$ cat config.mk
export PLATFORM = sky130hd
export DESIGN_NAME = mem_arbiter_flat
export DESIGN_NICKNAME = d
export VERILOG_FILES = /design/src/rtl/mem_pkg.sv /design/src/rtl/mem_arbiter_if.sv /design/src/rtl/mem_lane_align.sv /design/src/rtl/mem_arbiter.sv /design/src/flat_wrapper.sv
export SDC_FILE = /design/constraint.sdc
export NUM_CORES = 1
export LEC_CHECK = 0
export BUFFER_PORTS_ARGS = -buffer_cell sky130_fd_sc_hd__buf_2
export CAP_MARGIN = 5
export CORE_MARGIN = 3
export CORE_UTILIZATION = 45
export CTS_CLUSTER_DIAMETER = 120
export CTS_CLUSTER_SIZE = 28
export DETAILED_ROUTE_END_ITERATION = 8
export GPL_TIMING_DRIVEN = 0
export PLACE_DENSITY = 0.71
export SYNTH_ARGS = -nofsm -noshare
export SYNTH_HDL_FRONTEND = slang
export SYNTH_SLANG_ARGS = --single-unit
export TNS_END_PERCENT = 10
$ cat constraint.sdc
create_clock -name clock -period 1.8 [get_ports clock]
set_input_delay 0.18 -clock clock [delete_from_list [all_inputs] [get_ports clock]]
set_output_delay 0.18 -clock clock [all_outputs]
set_load 0.01 [all_outputs]
$ cat src/rtl/mem_pkg.sv
// ---------------------------------------------------------------------------
// mem_pkg: shared FSM encoding, access-size codes and address defaults. rev 1.0
// ---------------------------------------------------------------------------
`default_nettype none

package mem_pkg;

  typedef enum logic [2:0] {
    IDLE  = 3'd0,
    IF_RD = 3'd1,
    D_RD  = 3'd2,
    D_WR  = 3'd3,
    RESP  = 3'd4
  } state_t;

  localparam logic [1:0]  SIZE_B            = 2'd0;
  localparam logic [1:0]  SIZE_H            = 2'd1;
  localparam logic [1:0]  SIZE_W            = 2'd2;
  localparam logic [31:0] DEFAULT_BASE_ADDR = 32'h0100_0000;

  // Size code 3 is reserved and always treated as misaligned.
  function automatic logic misaligned(input logic [1:0] off, input logic [1:0] size);
    case (size)
      SIZE_B:  return 1'b0;
      SIZE_H:  return off[0];
      SIZE_W:  return off != 2'b00;
      default: return 1'b1;
    endcase
  endfunction

endpackage

`default_nettype wire

$ cat src/rtl/mem_arbiter_if.sv
// ---------------------------------------------------------------------------
// mem_arbiter_if: fetch, data and memory-side signals of the arbiter. rev 1.0
// ---------------------------------------------------------------------------
`default_nettype none

interface mem_arbiter_if;
  logic        if_req;
  logic [31:0] if_addr;
  logic        if_gnt;
  logic        if_rvalid;
  logic [31:0] if_rdata;

  logic        d_req;
  logic        d_we;
  logic [31:0] d_addr;
  logic [31:0] d_wdata;
  logic [1:0]  d_size;
  logic        d_unsigned;
  logic        d_gnt;
  logic        d_rvalid;
  logic [31:0] d_rdata;
  logic        d_err;

  logic [31:0] mem_address;
  logic [31:0] mem_data_in;
  logic [31:0] mem_data_out;
  logic        mem_read_write;
  logic [1:0]  mem_access_size;

  modport slave (
    input  if_req, if_addr, d_req, d_we, d_addr, d_wdata, d_size, d_unsigned, mem_data_out,
    output if_gnt, if_rvalid, if_rdata, d_gnt, d_rvalid, d_rdata, d_err,
           mem_address, mem_data_in, mem_read_write, mem_access_size
  );

  modport master (
    output if_req, if_addr, d_req, d_we, d_addr, d_wdata, d_size, d_unsigned, mem_data_out,
    input  if_gnt, if_rvalid, if_rdata, d_gnt, d_rvalid, d_rdata, d_err,
           mem_address, mem_data_in, mem_read_write, mem_access_size
  );
endinterface

`default_nettype wire

$ cat src/rtl/mem_lane_align.sv
// ---------------------------------------------------------------------------
// mem_lane_align: store-lane merge and load-lane extract/extend. rev 1.0
// ---------------------------------------------------------------------------
`default_nettype none

module mem_lane_align
  import mem_pkg::*;
(
  input  logic [1:0]  byte_off,
  input  logic [1:0]  size,
  input  logic        is_unsigned,
  input  logic [31:0] old_word,
  input  logic [31:0] wdata,
  input  logic [31:0] rword,
  output logic [31:0] merged,
  output logic [31:0] loaded
);

  logic [4:0]  sh_b;
  logic [4:0]  sh_h;
  logic [7:0]  sel_b;
  logic [15:0] sel_h;

  assign sh_b  = {byte_off, 3'b000};
  assign sh_h  = {byte_off[1], 4'b0000};
  assign sel_b = 8'(rword >> sh_b);
  assign sel_h = 16'(rword >> sh_h);

  always_comb begin
    merged = old_word;
    loaded = rword;
    case (size)
      SIZE_B: begin
        merged = (old_word & ~(32'h0000_00FF << sh_b)) | ({24'b0, wdata[7:0]} << sh_b);
        loaded = is_unsigned ? {24'b0, sel_b} : {{24{sel_b[7]}}, sel_b};
      end
      SIZE_H: begin
        merged = (old_word & ~(32'h0000_FFFF << sh_h)) | ({16'b0, wdata[15:0]} << sh_h);
        loaded = is_unsigned ? {16'b0, sel_h} : {{16{sel_h[15]}}, sel_h};
      end
      default: merged = wdata;
    endcase
  end

endmodule

`default_nettype wire

$ cat src/rtl/mem_arbiter.sv
// ---------------------------------------------------------------------------
// mem_arbiter: fetch/data arbiter onto one word-wide byte-addressed memory. rev 1.0
// ---------------------------------------------------------------------------
`default_nettype none

module mem_arbiter
  import mem_pkg::*;
#(
  parameter logic [31:0] BASE_ADDR = DEFAULT_BASE_ADDR,
  parameter int unsigned MEM_DEPTH = 1048576
) (
  input  logic         clock,
  input  logic         reset,
  mem_arbiter_if.slave bus
);

  state_t      state, state_n;
  logic        data_owner;
  logic [31:0] addr_q, wdata_q, cap_q, if_rdata_q, d_rdata_q;
  logic [1:0]  size_q, fair_cnt;
  logic        we_q, uns_q, err_q;
  logic        if_gnt, d_gnt, if_err_in, d_err_in, mem_state;
  logic [31:0] merged, loaded;

  function automatic logic in_range(input logic [31:0] a);
    logic [31:0] off;
    off = a - BASE_ADDR;
    return (a >= BASE_ADDR) && (off < MEM_DEPTH);
  endfunction

  assign if_err_in = misaligned(bus.if_addr[1:0], SIZE_W) || !in_range(bus.if_addr);
  assign d_err_in  = misaligned(bus.d_addr[1:0], bus.d_size) || !in_range(bus.d_addr);

  mem_lane_align u_align (
    .byte_off   (addr_q[1:0]),
    .size       (size_q),
    .is_unsigned(uns_q),
    .old_word   (cap_q),
    .wdata      (wdata_q),
    .rword      (bus.mem_data_out),
    .merged     (merged),
    .loaded     (loaded)
  );

  // Grants are gated by reset so nothing is accepted while the block is held.
  always_comb begin
    state_n = state;
    if_gnt  = 1'b0;
    d_gnt   = 1'b0;
    case (state)
      IDLE: begin
        if (reset) begin
          if (bus.if_req && (!bus.d_req || fair_cnt == 2'd2)) begin
            if_gnt  = 1'b1;
            state_n = if_err_in ? RESP : IF_RD;
          end else if (bus.d_req) begin
            d_gnt = 1'b1;
            if (d_err_in)                          state_n = RESP;
            else if (bus.d_we && bus.d_size == SIZE_W) state_n = D_WR;
            else                                   state_n = D_RD;
          end
        end
      end
      IF_RD:   state_n = RESP;
      D_RD:    state_n = we_q ? D_WR : RESP;
      D_WR:    state_n = RESP;
      RESP:    state_n = IDLE;
      default: state_n = IDLE;
    endcase
  end

  always_ff @(posedge clock or negedge reset) begin
    if (!reset) begin
      state      <= IDLE;
      data_owner <= 1'b0;
      addr_q     <= '0;
      wdata_q    <= '0;
      size_q     <= '0;
      we_q       <= 1'b0;
      uns_q      <= 1'b0;
      err_q      <= 1'b0;
      cap_q      <= '0;
      if_rdata_q <= '0;
      d_rdata_q  <= '0;
      fair_cnt   <= '0;
    end else begin
      state <= state_n;
      if (if_gnt) begin
        data_owner <= 1'b0;
        addr_q     <= bus.if_addr;
        wdata_q    <= '0;
        size_q     <= SIZE_W;
        we_q       <= 1'b0;
        uns_q      <= 1'b0;
        err_q      <= if_err_in;
        fair_cnt   <= '0;
        if (if_err_in) if_rdata_q <= '0;
      end else if (d_gnt) begin
        data_owner <= 1'b1;
        addr_q     <= bus.d_addr;
        wdata_q    <= bus.d_wdata;
        size_q     <= bus.d_size;
        we_q       <= bus.d_we;
        uns_q      <= bus.d_unsigned;
        err_q      <= d_err_in;
        // Only data grants made while a fetch waits count toward fairness.
        fair_cnt   <= bus.if_req ? fair_cnt + 2'd1 : 2'd0;
        if (d_err_in) d_rdata_q <= '0;
      end
      if (state == IF_RD) if_rdata_q <= bus.mem_data_out;
      if (state == D_RD) begin
        cap_q <= bus.mem_data_out;
        if (!we_q) d_rdata_q <= loaded;
      end
      if (state == D_WR) d_rdata_q <= '0;
    end
  end

  assign mem_state           = (state == IF_RD) || (state == D_RD) || (state == D_WR);
  assign bus.if_gnt          = if_gnt;
  assign bus.d_gnt           = d_gnt;
  assign bus.if_rvalid       = (state == RESP) && !data_owner;
  assign bus.d_rvalid        = (state == RESP) && data_owner;
  assign bus.d_err           = (state == RESP) && data_owner && err_q;
  assign bus.if_rdata        = if_rdata_q;
  assign bus.d_rdata         = d_rdata_q;
  assign bus.mem_address     = mem_state ? {addr_q[31:2], 2'b00} : 32'h0;
  assign bus.mem_access_size = mem_state ? SIZE_W : 2'd0;
  assign bus.mem_read_write  = (state == D_WR);
  assign bus.mem_data_in     = (state == D_WR) ? merged : 32'h0;

endmodule

`default_nettype wire

$ cat src/flat_wrapper.sv
// flat-port wrapper written by rule: the top's interface ports become plain ports
module mem_arbiter_flat import mem_pkg::*;
#(
  parameter logic [31:0] BASE_ADDR = DEFAULT_BASE_ADDR,
  parameter int unsigned MEM_DEPTH = 1048576
)
  (clock, reset, bus_if_req, bus_if_addr, bus_d_req, bus_d_we, bus_d_addr, bus_d_wdata, bus_d_size, bus_d_unsigned, bus_mem_data_out, bus_if_gnt, bus_if_rvalid, bus_if_rdata, bus_d_gnt, bus_d_rvalid, bus_d_rdata, bus_d_err, bus_mem_address, bus_mem_data_in, bus_mem_read_write, bus_mem_access_size);
  mem_arbiter_if bus_i ();
  input  logic clock;
  input  logic reset;
  input wire logic [$bits(bus_i.if_req)-1:0] bus_if_req;
  input wire logic [$bits(bus_i.if_addr)-1:0] bus_if_addr;
  input wire logic [$bits(bus_i.d_req)-1:0] bus_d_req;
  input wire logic [$bits(bus_i.d_we)-1:0] bus_d_we;
  input wire logic [$bits(bus_i.d_addr)-1:0] bus_d_addr;
  input wire logic [$bits(bus_i.d_wdata)-1:0] bus_d_wdata;
  input wire logic [$bits(bus_i.d_size)-1:0] bus_d_size;
  input wire logic [$bits(bus_i.d_unsigned)-1:0] bus_d_unsigned;
  input wire logic [$bits(bus_i.mem_data_out)-1:0] bus_mem_data_out;
  output wire logic [$bits(bus_i.if_gnt)-1:0] bus_if_gnt;
  output wire logic [$bits(bus_i.if_rvalid)-1:0] bus_if_rvalid;
  output wire logic [$bits(bus_i.if_rdata)-1:0] bus_if_rdata;
  output wire logic [$bits(bus_i.d_gnt)-1:0] bus_d_gnt;
  output wire logic [$bits(bus_i.d_rvalid)-1:0] bus_d_rvalid;
  output wire logic [$bits(bus_i.d_rdata)-1:0] bus_d_rdata;
  output wire logic [$bits(bus_i.d_err)-1:0] bus_d_err;
  output wire logic [$bits(bus_i.mem_address)-1:0] bus_mem_address;
  output wire logic [$bits(bus_i.mem_data_in)-1:0] bus_mem_data_in;
  output wire logic [$bits(bus_i.mem_read_write)-1:0] bus_mem_read_write;
  output wire logic [$bits(bus_i.mem_access_size)-1:0] bus_mem_access_size;
  assign bus_i.if_req = bus_if_req;
  assign bus_i.if_addr = bus_if_addr;
  assign bus_i.d_req = bus_d_req;
  assign bus_i.d_we = bus_d_we;
  assign bus_i.d_addr = bus_d_addr;
  assign bus_i.d_wdata = bus_d_wdata;
  assign bus_i.d_size = bus_d_size;
  assign bus_i.d_unsigned = bus_d_unsigned;
  assign bus_i.mem_data_out = bus_mem_data_out;
  assign bus_if_gnt = bus_i.if_gnt;
  assign bus_if_rvalid = bus_i.if_rvalid;
  assign bus_if_rdata = bus_i.if_rdata;
  assign bus_d_gnt = bus_i.d_gnt;
  assign bus_d_rvalid = bus_i.d_rvalid;
  assign bus_d_rdata = bus_i.d_rdata;
  assign bus_d_err = bus_i.d_err;
  assign bus_mem_address = bus_i.mem_address;
  assign bus_mem_data_in = bus_i.mem_data_in;
  assign bus_mem_read_write = bus_i.mem_read_write;
  assign bus_mem_access_size = bus_i.mem_access_size;
  mem_arbiter #(.BASE_ADDR(BASE_ADDR), .MEM_DEPTH(MEM_DEPTH)) u_core (.clock(clock), .reset(reset), .bus(bus_i));
endmodule
# After elaboration in Yosys (flattened, before gate mapping)
# Cells that the tools add are included.
[op_classes]
n_bitwise = 6
eq_ne = 10
multipliers = 0
shift = 6
muxes = 49
div = 0
n_lt_le_gt_ge = 4
n_reduce_logical = 27
n_addsub = 3
[ops]
columns = ["operator", "count"]
rows = [
  ["$mux 32", 17],
  ["$pmux 32 s2", 2],
  ["$and 32x32->32", 2],
  ["$ge 32x25->1 const B", 2],
  ["$lt 32x21->1 const B", 2],
  ["$not 32->32", 2],
  ["$or 32x32->32", 2],
  ["$sub 32x25->32 const B", 2],
  ["$shl 16x5->32", 1],
  ["$shl 16x5->32 const A", 1],
  ["$shl 8x5->32", 1],
  ["$shl 8x5->32 const A", 1],
  ["$shr 32x5->16", 1],
  ["$shr 32x5->8", 1],
  ["$mux 3", 6],
  ["$mux 1", 16],
  ["$mux 2", 6],
  ["$reduce_bool 2->1", 5],
  ["$pmux 3 s3", 1],
  ["$logic_and 1x1->1", 7],
  ["$eq 3x2->1 const B", 2],
  ["$logic_or 1x1->1", 5],
  ["$eq 2x1->1 const B", 2],
  ["$eq 2x2->1 const B", 2],
  ["11 further kinds", 16],
]
[word_totals]
in_bits = 136
wordCells = 117
ff_bits = 171
out_inout_bits = 136
rom_bits = 0
mem_count = 0
ram_bits = 0
latchBits = 0

# Logic depth before layout (Yosys ltp)
# Gate-level depths: netlist of run 1.
[depth]
ltp_word = 11
depth_mapped = 9
ltp_nobuf = 7

# Hierarchy
# From an unflattened synthesis of run 1, not the netlist that was laid out.
[hier_totals]
hier_cells = 925
hier_area_um2 = 9022.4
[modules_own_cells]
columns = ["module", "n_inst", "area_per_inst_um2", "seq_area_each_um2", "cells_per_inst"]
rows = [
  ["mem_arbiter", 1, 7284.5, 4279.1, 683],
  ["mem_lane_align", 1, 1737.9, 0.0, 242],
]

# Worst setup path before layout of run 1
# Ideal clock, no wire load.
[synth_timing]
path_kind = "reg-to-reg"
from = "register u_core.state[2]"
to = "register u_core.addr_q[27]"
path_slack_ns = 0.042
path_stages_with_launch = 9
setup_time_ns = 0.132
arrival_time_ns = 1.626
path_buffers = 3
required_time_ns = 1.668
synth_period_minus_slack_ns = 1.758
path_cell_list = "dfrtp_1 > buf_6 > nor4b_4 > nand3_4 > clkinv_2 > buf_8 > buf_8 > mux2i_1 > o21ai_1"
[synth_via]
elab_chain_cells = 3
elab_cells_between_ends = 5
classes_between = "mux: 3; reduce/logical: 2"
[synth_rtl]
columns = ["element", "line_no", "text"]
rows = [
  ["start, declared", "mem_arbiter.sv:17", "state_t state, state_n;"],
  ["start signal, assigned", "mem_arbiter.sv:87", "state <= state_n;"],
  ["$logic_not 3->1 *", "mem_arbiter.sv:50", "case (state)"],
  ["$mux 1 *", "mem_arbiter.sv:50", ""],
  ["via bus_if_gnt", "flat_wrapper.sv:20", "output wire logic [$bits(bus_i.if_gnt)-1:0] bus_if_gnt;"],
  ["$mux 32 or $reduce_bool 2->1 (tied branches)", "-", ""],
  ["end signal, assigned", "mem_arbiter.sv:90", "addr_q <= bus.if_addr;"],
  ["end signal, assigned", "mem_arbiter.sv:100", "addr_q <= bus.d_addr;"],
  ["end, declared", "mem_arbiter.sv:19", "logic [31:0] addr_q, wdata_q, cap_q, if_rdata_q, d_rdata_q;"],
]
# The timed path passes the listed nets; every way through them passes the cells marked *.
# A chain may end at the register's enable or synchronous reset.

# Worst setup path after layout of run 1
[layout_timing]
from = "register u_core.addr_q[1]"
to = "output bus_mem_data_in[15]"
[layout_via]
elab_chain_cells = 6
elab_cells_between_ends = 12
classes_between = "shift: 4; mux: 2; bitwise: 6"
[layout_rtl]
columns = ["element", "line_no", "text"]
rows = [
  ["$shl 16x5->32 or $shl 8x5->32 (tied branches)", "mem_lane_align.sv:38, mem_lane_align.sv:34", ""],
  ["$not 32->32 (on tied branches)", "mem_lane_align.sv:38, mem_lane_align.sv:34", ""],
  ["$and 32x32->32 (on tied branches)", "mem_lane_align.sv:38, mem_lane_align.sv:34", ""],
  ["$or 32x32->32 (on tied branches)", "mem_lane_align.sv:38, mem_lane_align.sv:34", ""],
  ["$pmux 32 s2 *", "mem_lane_align.sv:32", "case (size)"],
  ["$mux 32 *", "mem_arbiter.sv:130", "assign bus.mem_data_in = (state == D_WR) ? merged : 32'h0;"],
  ["end, declared", "flat_wrapper.sv:28", "output wire logic [$bits(bus_i.mem_data_in)-1:0] bus_mem_data_in;"],
]
# Every way passes the cells marked *; elsewhere a longest branch is shown, timed or not.

==> reports/metrics.yaml, run 1 <==
ir_drop_v: 0.000711
worst_hold_slack_ps: -334
hpwl_um: 21900
synth_area_um2: 8780
htree_num_levels: 4
cts_buffers: 17
drtAntennaViolNets: 0
gp_congestion: 0.894
switching_power_uw: 3350
layout_min_cycle_time_ps: 2140
io_buffer_count: 267
fin_nets: 1363
p_per_area_nw_per_um2: 843
yosys.area.top_type_share_pct: 48.7
synth_most_common_cell: "dfrtp_1"
p_sw_share_pct: 30.9
die_w_um: 146
async_reset_ff_share_pct: 100
hold_viol: 81
worstSkewPairLatency_ps: 430
fin_setup_tns_ps: -15430
yosysUniqueCellTypes: 57
slew_violations: 0
final_cells: 1499
grt_pass1_vias: 8730
track_usage_pct: 29.0
hp-class: "primary input to asynchronous set/reset pin"
start_kind: "register"
reg2reg_setup_slack_ps: -170
grt_antenna_before_repair: 0
core_area_um2: 19000
synth_seq_cells: 171
cp.arrival_ps: 1960
timing.slew.headroom_pct: 65.2
cts-root-buf: "clkbuf_16"
leakage_uw: 0.00641
yosys_warnings: 0
synth.avg_cell_area_um2: 10.3
dp_slack_ps: -1060
vias: 8705
n_antenna_cell: 0
cts_hold_buf: 34
p_int_uw: 7480
synth_edf_count: 0
syn_to_final_growth_pct: 46.2
clkSinkCount: 171
finalSetupViolCount: 134
drcViolationCount: 0
wl_um: 31400
cts_tree: "done"
totalPowerFinal_uw: 10800
first_pass_iters: 5
grt_pass1_wl_um: 48600
clk_pin_slew_ps: 70
synth_cells: 850
p_comb_share_pct: 24.3
overflow: 0
yosysSeqAreaShare_pct: 48.7
dp_cells: 1380
synth-main-ff-cell: "dfrtp_1"
wl_per_cell_um: 21.0
worst-setup-path-type: "register to primary output"
start_util_pct: 46.3
maxCapViolCount: 0
clock_path_buffers: 2
tightest_slew_ps: 515
synth.largest_area_cell: "dfrtp_1"
p_seq_share_pct: 40.8
violations: "negative hold slack, negative setup slack"
end_kind: "primary output"
worstPathMaxFanout: 8
yosys-top-cells-count: "dfrtp_1, nand2_1, a22o_1, a21oi_1, mux2_2"
die-area_um2: 21200
required_ps: 1620
final_layout_size_suffix_gt1_share_pct: 44.1
rsz0062_at_grt: "yes"
fmax_ghz: 0.468
clkPwrFrac_pct: 34.9
grt_max_degree: 84
finalCritPeriodShare_pct: 119
yosys-top-cells-area: "dfrtp_1, a22o_1, mux2_2"
viasPerCell: 5.81
drt_iter0_drc: 735
die_h_um: 146
fin_skew_ps: 9.16
status: "finished, violations left"
setup_ws_ps: -335
fp-row-count: 50
io_pins: 272
## cells in the final DEF, fill, tap and decap left out, types with 8 or more instances in the layout
master | synthesis | layout
a22oi_2 | 0 | 9
o21ai_0 | 18 | 9
a311oi_2 | 0 | 8
nand2_1 | 112 | 110
a21oi_2 | 0 | 16
clkbuf_16 | 0 | 24
a221oi_2 | 1 | 8
mux2i_1 | 40 | 37
a32o_1 | 23 | 23
o21ai_1 | 31 | 36
mux2_2 | 42 | 41
inv_1 | 13 | 12
dfrtp_1 | 171 | 169
buf_2 | 22 | 267
nor2_1 | 17 | 15
a21oi_1 | 44 | 26
nor2b_1 | 11 | 8
buf_4 | 7 | 58
buf_6 | 3 | 28
clkbuf_1 | 37 | 8
o31ai_1 | 9 | 8
a22o_1 | 75 | 75
dlygate4sd3_1 | 0 | 34
nand3_1 | 21 | 21
and2_1 | 36 | 34
## kinds of logic after synthesis
group	Yosys count	share of synthesized area [%]
buffers and inverters	95	5.33
AO/OA/AOI/OAI	262	22.1
flip-flops	171	48.7
adder cells (fa/ha/maj)	1	0.142
multiplexers	82	9.94
AND/OR/NAND/NOR	238	13.8
other	1	0.0427
## stage by stage
step           hold slack [ps]  util, %  instance area, um^2
3_5_place_dp               213     55.3                10500
2_1_floorplan             -116        -                 8790
3_3_place_gp               398     55.1                10500
5_1_grt                   -307     67.8                12800
6_report                  -334     67.8                12800
4_1_cts                   -311     65.7                12500
## power groups by stage
stage          combinational [uW]  sequential [uW]  clock (uW)
4_1_cts                      2430             4400        3800
6_report                     2630             4420        3780
3_5_place_dp                 1780             4460           0
5_1_grt                      2800             4450        3980
3_3_place_gp                 1740             4450           0
2_1_floorplan                1130             4350           0
## cell type report
| class | count | area, um^2 |
|---|---|---|
| fillers | 1444 | 6110 |
| inverters | 16 | 82.6 |
| clock inverters | 13 | 156 |
| plain buffers | 74 | 793 |
| flip-flops and latches | 171 | 4280 |
| well taps | 260 | 325 |
| multi-input cells | 587 | 4480 |
| clock buffers | 19 | 443 |
| repair buffers | 359 | 2280 |
## final timing paths
kind / to / cells after the start / from
setup / recovery: bus_mem_data_in[15] / 6 / u_core.addr_q[1]
hold / removal: u_core.bus.if_rdata[11] / 1 / reset
setup reg to reg: u_core.bus.d_rdata[28] / 8 / u_core.state[2]
hold reg to reg: u_core.addr_q[23] / 2 / u_core.addr_q[23]
max in group asynchronous: u_core.bus.d_rdata[1] / 2 / reset
min in group clock: u_core.addr_q[9] / 3 / bus_d_addr[9]
## metal layers
metal | vias up | wire (um) | GRT usage (%)
li1 | 3894 | - | -
met2 | 458 | 14900 | 47.4
met3 | 78 | 2520 | 6.14
met1 | 4275 | 12900 | 37.9
met5 | - | 0 | 0
met4 | 0 | 1100 | 11.1
## state kept, by name, summed over array words and instances (netlist names)
| register | flops |
|---|---|
| u_core.state | 3 |
| u_core.size_q | 2 |
| u_core.err_q | 1 |
| u_core.wdata_q | 32 |
| u_core.uns_q | 1 |
| u_core.addr_q | 32 |
| u_core.cap_q | 32 |
| u_core.fair_cnt | 2 |
| u_core.bus.if_rdata | 32 |
| u_core.data_owner | 1 |
| u_core.bus.d_rdata | 32 |
| u_core.we_q | 1 |
## worst max-delay path, cell delays in order, from the launching register on
cell	delay (ps)
dfrtp_2	400
buf_4	120
nand2b_4	190
mux2_2	360
a22oi_2	190
a21oi_2	110
buf_2	150
## repair_timing
| item | 4_1_cts | 5_1_grt |
|---|---|---|
| endpoints found under the setup margin | 233 | 232 |
| pin swaps | 30 | 30 |
| cloned | 6 | 1 |
| setup buffers | 30 | 21 |
| resized for setup | 184 | 81 |
| endpoints found under the hold margin | 115 | 81 |
Note: power is estimated with default switching activity, not from simulation.
==> run 2, diff against run 1 <==
--- a/config.mk
+++ b/config.mk
@@ -16,5 +16,6 @@
 export PLACE_DENSITY = 0.71
 export SYNTH_ARGS = -nofsm -noshare
 export SYNTH_HDL_FRONTEND = slang
+export SYNTH_HIERARCHICAL = 1
 export SYNTH_SLANG_ARGS = --single-unit
 export TNS_END_PERCENT = 10
==> run 2 against run 1 <==
The flow still finishes with violations (negative hold slack, negative setup slack); fmax decreased by 3.9%; cell count up 7.0%; cell area increased by 0.61%; sequential share of layout area shrank 0.18 points; power shrank 1.4%; clock power shrank 5.3%; flip-flop and latch count did not move; combinational power up 5%.
==> reports/metrics.yaml, run 2 <==
gp_congestion: 0.921  # was 0.894
synth_edf_count: 0  # unchanged
yosys_warnings: 6  # was 0
async_reset_ff_share_pct: 100  # unchanged
die_w_um: 148  # was 146 um
synth.avg_cell_area_um2: 9.75  # was 10.3 um^2
track_usage_pct: 28.4  # was 29.0%
drtAntennaViolNets: 0  # unchanged
grt_max_degree: 103  # was 84
yosys-top-cells-count: "dfrtp_1, nand2_1, a22o_1, and2_1, nor2_1"  # was dfrtp_1, nand2_1, a22o_1, a21oi_1, mux2_2
grtUsageMet3_pct: 6.87  # was 6.14%
finalCritPeriodShare_pct: 123  # was 119%
seq_area_um2: 4280  # about the same
tightest_slew_ps: 731  # was 515 ps
cts_hold_buf: 73  # was 34
fin_nets: 1463  # was 1363
worst-setup-path-type: "register to primary output"  # unchanged
synth_cells: 925  # was 850
grtUsageMet1_pct: 38.3  # was 37.9%
clkSinkCount: 171  # unchanged
die_h_um: 148  # was 146 um
final_cell_mix: "buf_2, dfrtp_1, nand2_1, dlygate4sd3_1, a22o_1"  # was buf_2, dfrtp_1, nand2_1, a22o_1, buf_4
dp_slack_ps: -957  # was -1060 ps
end_kind: "primary output"  # unchanged
io_buffer_count: 267  # unchanged
worst_hold_slack_ps: -333  # was -334 ps
yosysUniqueCellTypes: 66  # was 57
synth-main-ff-cell: "dfrtp_1"  # unchanged
wl_per_cell_um: 20.2  # was 21.0 um
cts_tree: "done"  # unchanged
slowest_delay_ps: 420  # was 400 ps
maxCapViolCount: 0  # unchanged
start_kind: "register"  # unchanged
io_pins: 272  # unchanged
postLayoutCellArea_um2: 12900  # was 12800 um^2
drcViolationCount: 0  # unchanged
wl_um: 32500  # was 31400 um
fmax_ghz: 0.450  # was 0.468 GHz
fp-row-count: 51  # was 50
drt_iter0_drc: 890  # was 735
yosys.area.top_type_share_pct: 47.4  # was 48.7%
final_common_cell: "buf_2"  # unchanged
final_layout_size_suffix_gt1_share_pct: 39.0  # was 44.1%
yosysSeqAreaShare_pct: 47.4  # was 48.7%
fin_setup_tns_ps: -33550  # was -15430 ps
grt_pass1_wl_um: 48500  # was 48600 um
cts-root-buf: "clkbuf_16"  # unchanged
slew_violations: 0  # unchanged
synth_most_common_cell: "dfrtp_1"  # unchanged
reg2reg_from: "u_core/state[2]"  # was u_core.state[2]
grt_use_met2_pct: 46.0  # was 47.4%
p_per_area_nw_per_um2: 826  # was 843 nW/um^2
hp-class: "primary input to asynchronous set/reset pin"  # unchanged
clock_path_buffers: 2  # unchanged
cp.arrival_ps: 2040  # was 1960 ps
worstPathMaxFanout: 6  # was 8
multi_input_area_um2: 4530  # was 4480 um^2
grt_busiest_layer: "met2"  # unchanged
syn_to_final_growth_pct: 43.2  # was 46.2%
hpwl_um: 22500  # was 21900 um
grt_antenna_before_repair: 0  # unchanged
clk_pin_slew_ps: 70  # about the same
startpoint: "u_core/addr_q[1]"  # was u_core.addr_q[1]
final_cells: 1604  # was 1499
yosys-top-cells-area: "dfrtp_1, a22o_1, nand2_1"  # was dfrtp_1, a22o_1, mux2_2
htree_num_levels: 4  # unchanged
dp_cells: 1460  # was 1380
final_util_pct: 66.0  # was 67.8%
violations: "negative hold slack, negative setup slack"  # unchanged
fin_skew_ps: 9.98  # was 9.16 ps
die-area_um2: 21800  # was 21200 um^2
viasPerCell: 5.75  # was 5.81
timing.slew.headroom_pct: 51.2  # was 65.2%
place_area_um2: 10700  # was 10500 um^2
overflow: 0  # unchanged
synth_seq_cells: 171  # unchanged
worstSkewPairLatency_ps: 440  # was 430 ps
core_area_um2: 19600  # was 19000 um^2
grt_pass1_vias: 8985  # was 8730
status: "finished, violations left"  # unchanged
ir_drop_v: 0.000695  # was 0.000711 V
finalSetupViolCount: 201  # was 134
leakage_uw: 0.00644  # was 0.00641 uW
synth_area_um2: 9020  # was 8780 um^2
cts_buffers: 17  # unchanged
layout_min_cycle_time_ps: 2220  # was 2140 ps
synth.largest_area_cell: "dfrtp_1"  # unchanged
fillers: 1509  # was 1444
start_util_pct: 46.1  # was 46.3%
crit_slowest_cell: "dfrtp_1"  # was dfrtp_2
path_cells: "buf_6 > clkbuf_16 > and3_4 > a211o_1 > o22a_1 > and2_1 > buf_2"  # was buf_4 > nand2b_4 > mux2_2 > a22oi_2 > a21oi_2 > buf_2
rsz0062_at_grt: "yes"  # unchanged
vias: 9222  # was 8705
hold_viol: 101  # was 81
first_pass_iters: 7  # was 5
required_ps: 1620  # about the same
n_antenna_cell: 0  # unchanged
setup_ws_ps: -421  # was -335 ps
[run 2: cell types whose count changed in the layout (fill, tap and decap cells not counted), sizes merged, moves of 28 or more]
cell,previous run,this run
dlygate4sd3,34,73
a21oi,44,15
nor2,17,54
mux2i,40,10
and2,36,66
nand3,22,50
a31oi,8,40
[run 2: metrics by stage]
step	power [uW]	hold slack [ps]
3_5_place_dp	6510	277
6_report	10700	-333
4_1_cts	10400	-309
3_3_place_gp	6480	403
5_1_grt	11100	-297
2_1_floorplan	5730	-116
[run 2: area by class of cell]
cell class	count	area share, %
multi-input cells	663	35.1
flip-flops and latches	171	33.2
repair buffers	383	19.6
plain buffers	83	4.92
clock buffers	21	3.56
well taps	265	2.57
clock inverters	11	0.852
inverters	7	0.261
[run 2: logic make-up (layout without fill, tap and decap cells)]
| logic type | Yosys count | in the layout | synth area share, % |
|---|---|---|---|
| and+or+nand+nor | 357 | 357 | 19.2 |
| buffers and inverters | 93 | 505 | 5.14 |
| muxes | 52 | 52 | 6.39 |
| DFF | 171 | 171 | 47.4 |
| adders and majority gates | 1 | 1 | 0.139 |
| AOI/OAI and AO/OA | 250 | 250 | 21.6 |
| other | 1 | 3 | 0.0416 |
[run 2: final timing paths]
| check | to | cells past startpoint | slack [ps] |
|---|---|---|---|
| setup / recovery | bus_mem_data_in[26] | 7 | -420 |
| hold / removal | u_core/wdata_q[18] | 1 | -330 |
| setup reg to reg | u_core/bus.d_rdata[30] | 7 | -220 |
| hold reg to reg | u_core/fair_cnt[1] | 2 | 480 |
| max in group asynchronous | u_core/state[1] | 2 | 1370 |
| min in group clock | u_core/addr_q[4] | 3 | 10 |
[run 2: worst max-delay path, delay by kind of cell (launching register included)]
| family | cells | cell delay, ps |
|---|---|---|
| AND/OR/NAND/NOR | 2 | 290 |
| flip-flops | 1 | 420 |
| AO/OA/AOI/OAI | 2 | 430 |
| buffers and inverters | 3 | 460 |
[run 2: power breakdown]
part / total (uW) / internal [uW] / switching (uW) / leakage (uW)
logic: 2770 / 1320 / 1450 / 0.00393
registers: 4320 / 4100 / 225 / 0.00225
clock network: 3580 / 1990 / 1590 / 0.000259
total: 10700 / 7410 / 3260 / 0.00644
[run 2: metal layers]
metal,wire length (um),vias to the layer above
met3,2900,79
met4,890,0
li1,-,4146
met1,13200,4464
met5,0,-
met2,15400,533
[run 2: repair_timing]
| action | CTS | global route |
|---|---|---|
| buffers inserted | 20 | 18 |
| cloned | 1 | 3 |
| hold endpoints to repair | 156 | 101 |
| pin swaps | 26 | 33 |
| setup endpoints to repair | 235 | 230 |
| gates resized for setup | 124 | 56 |
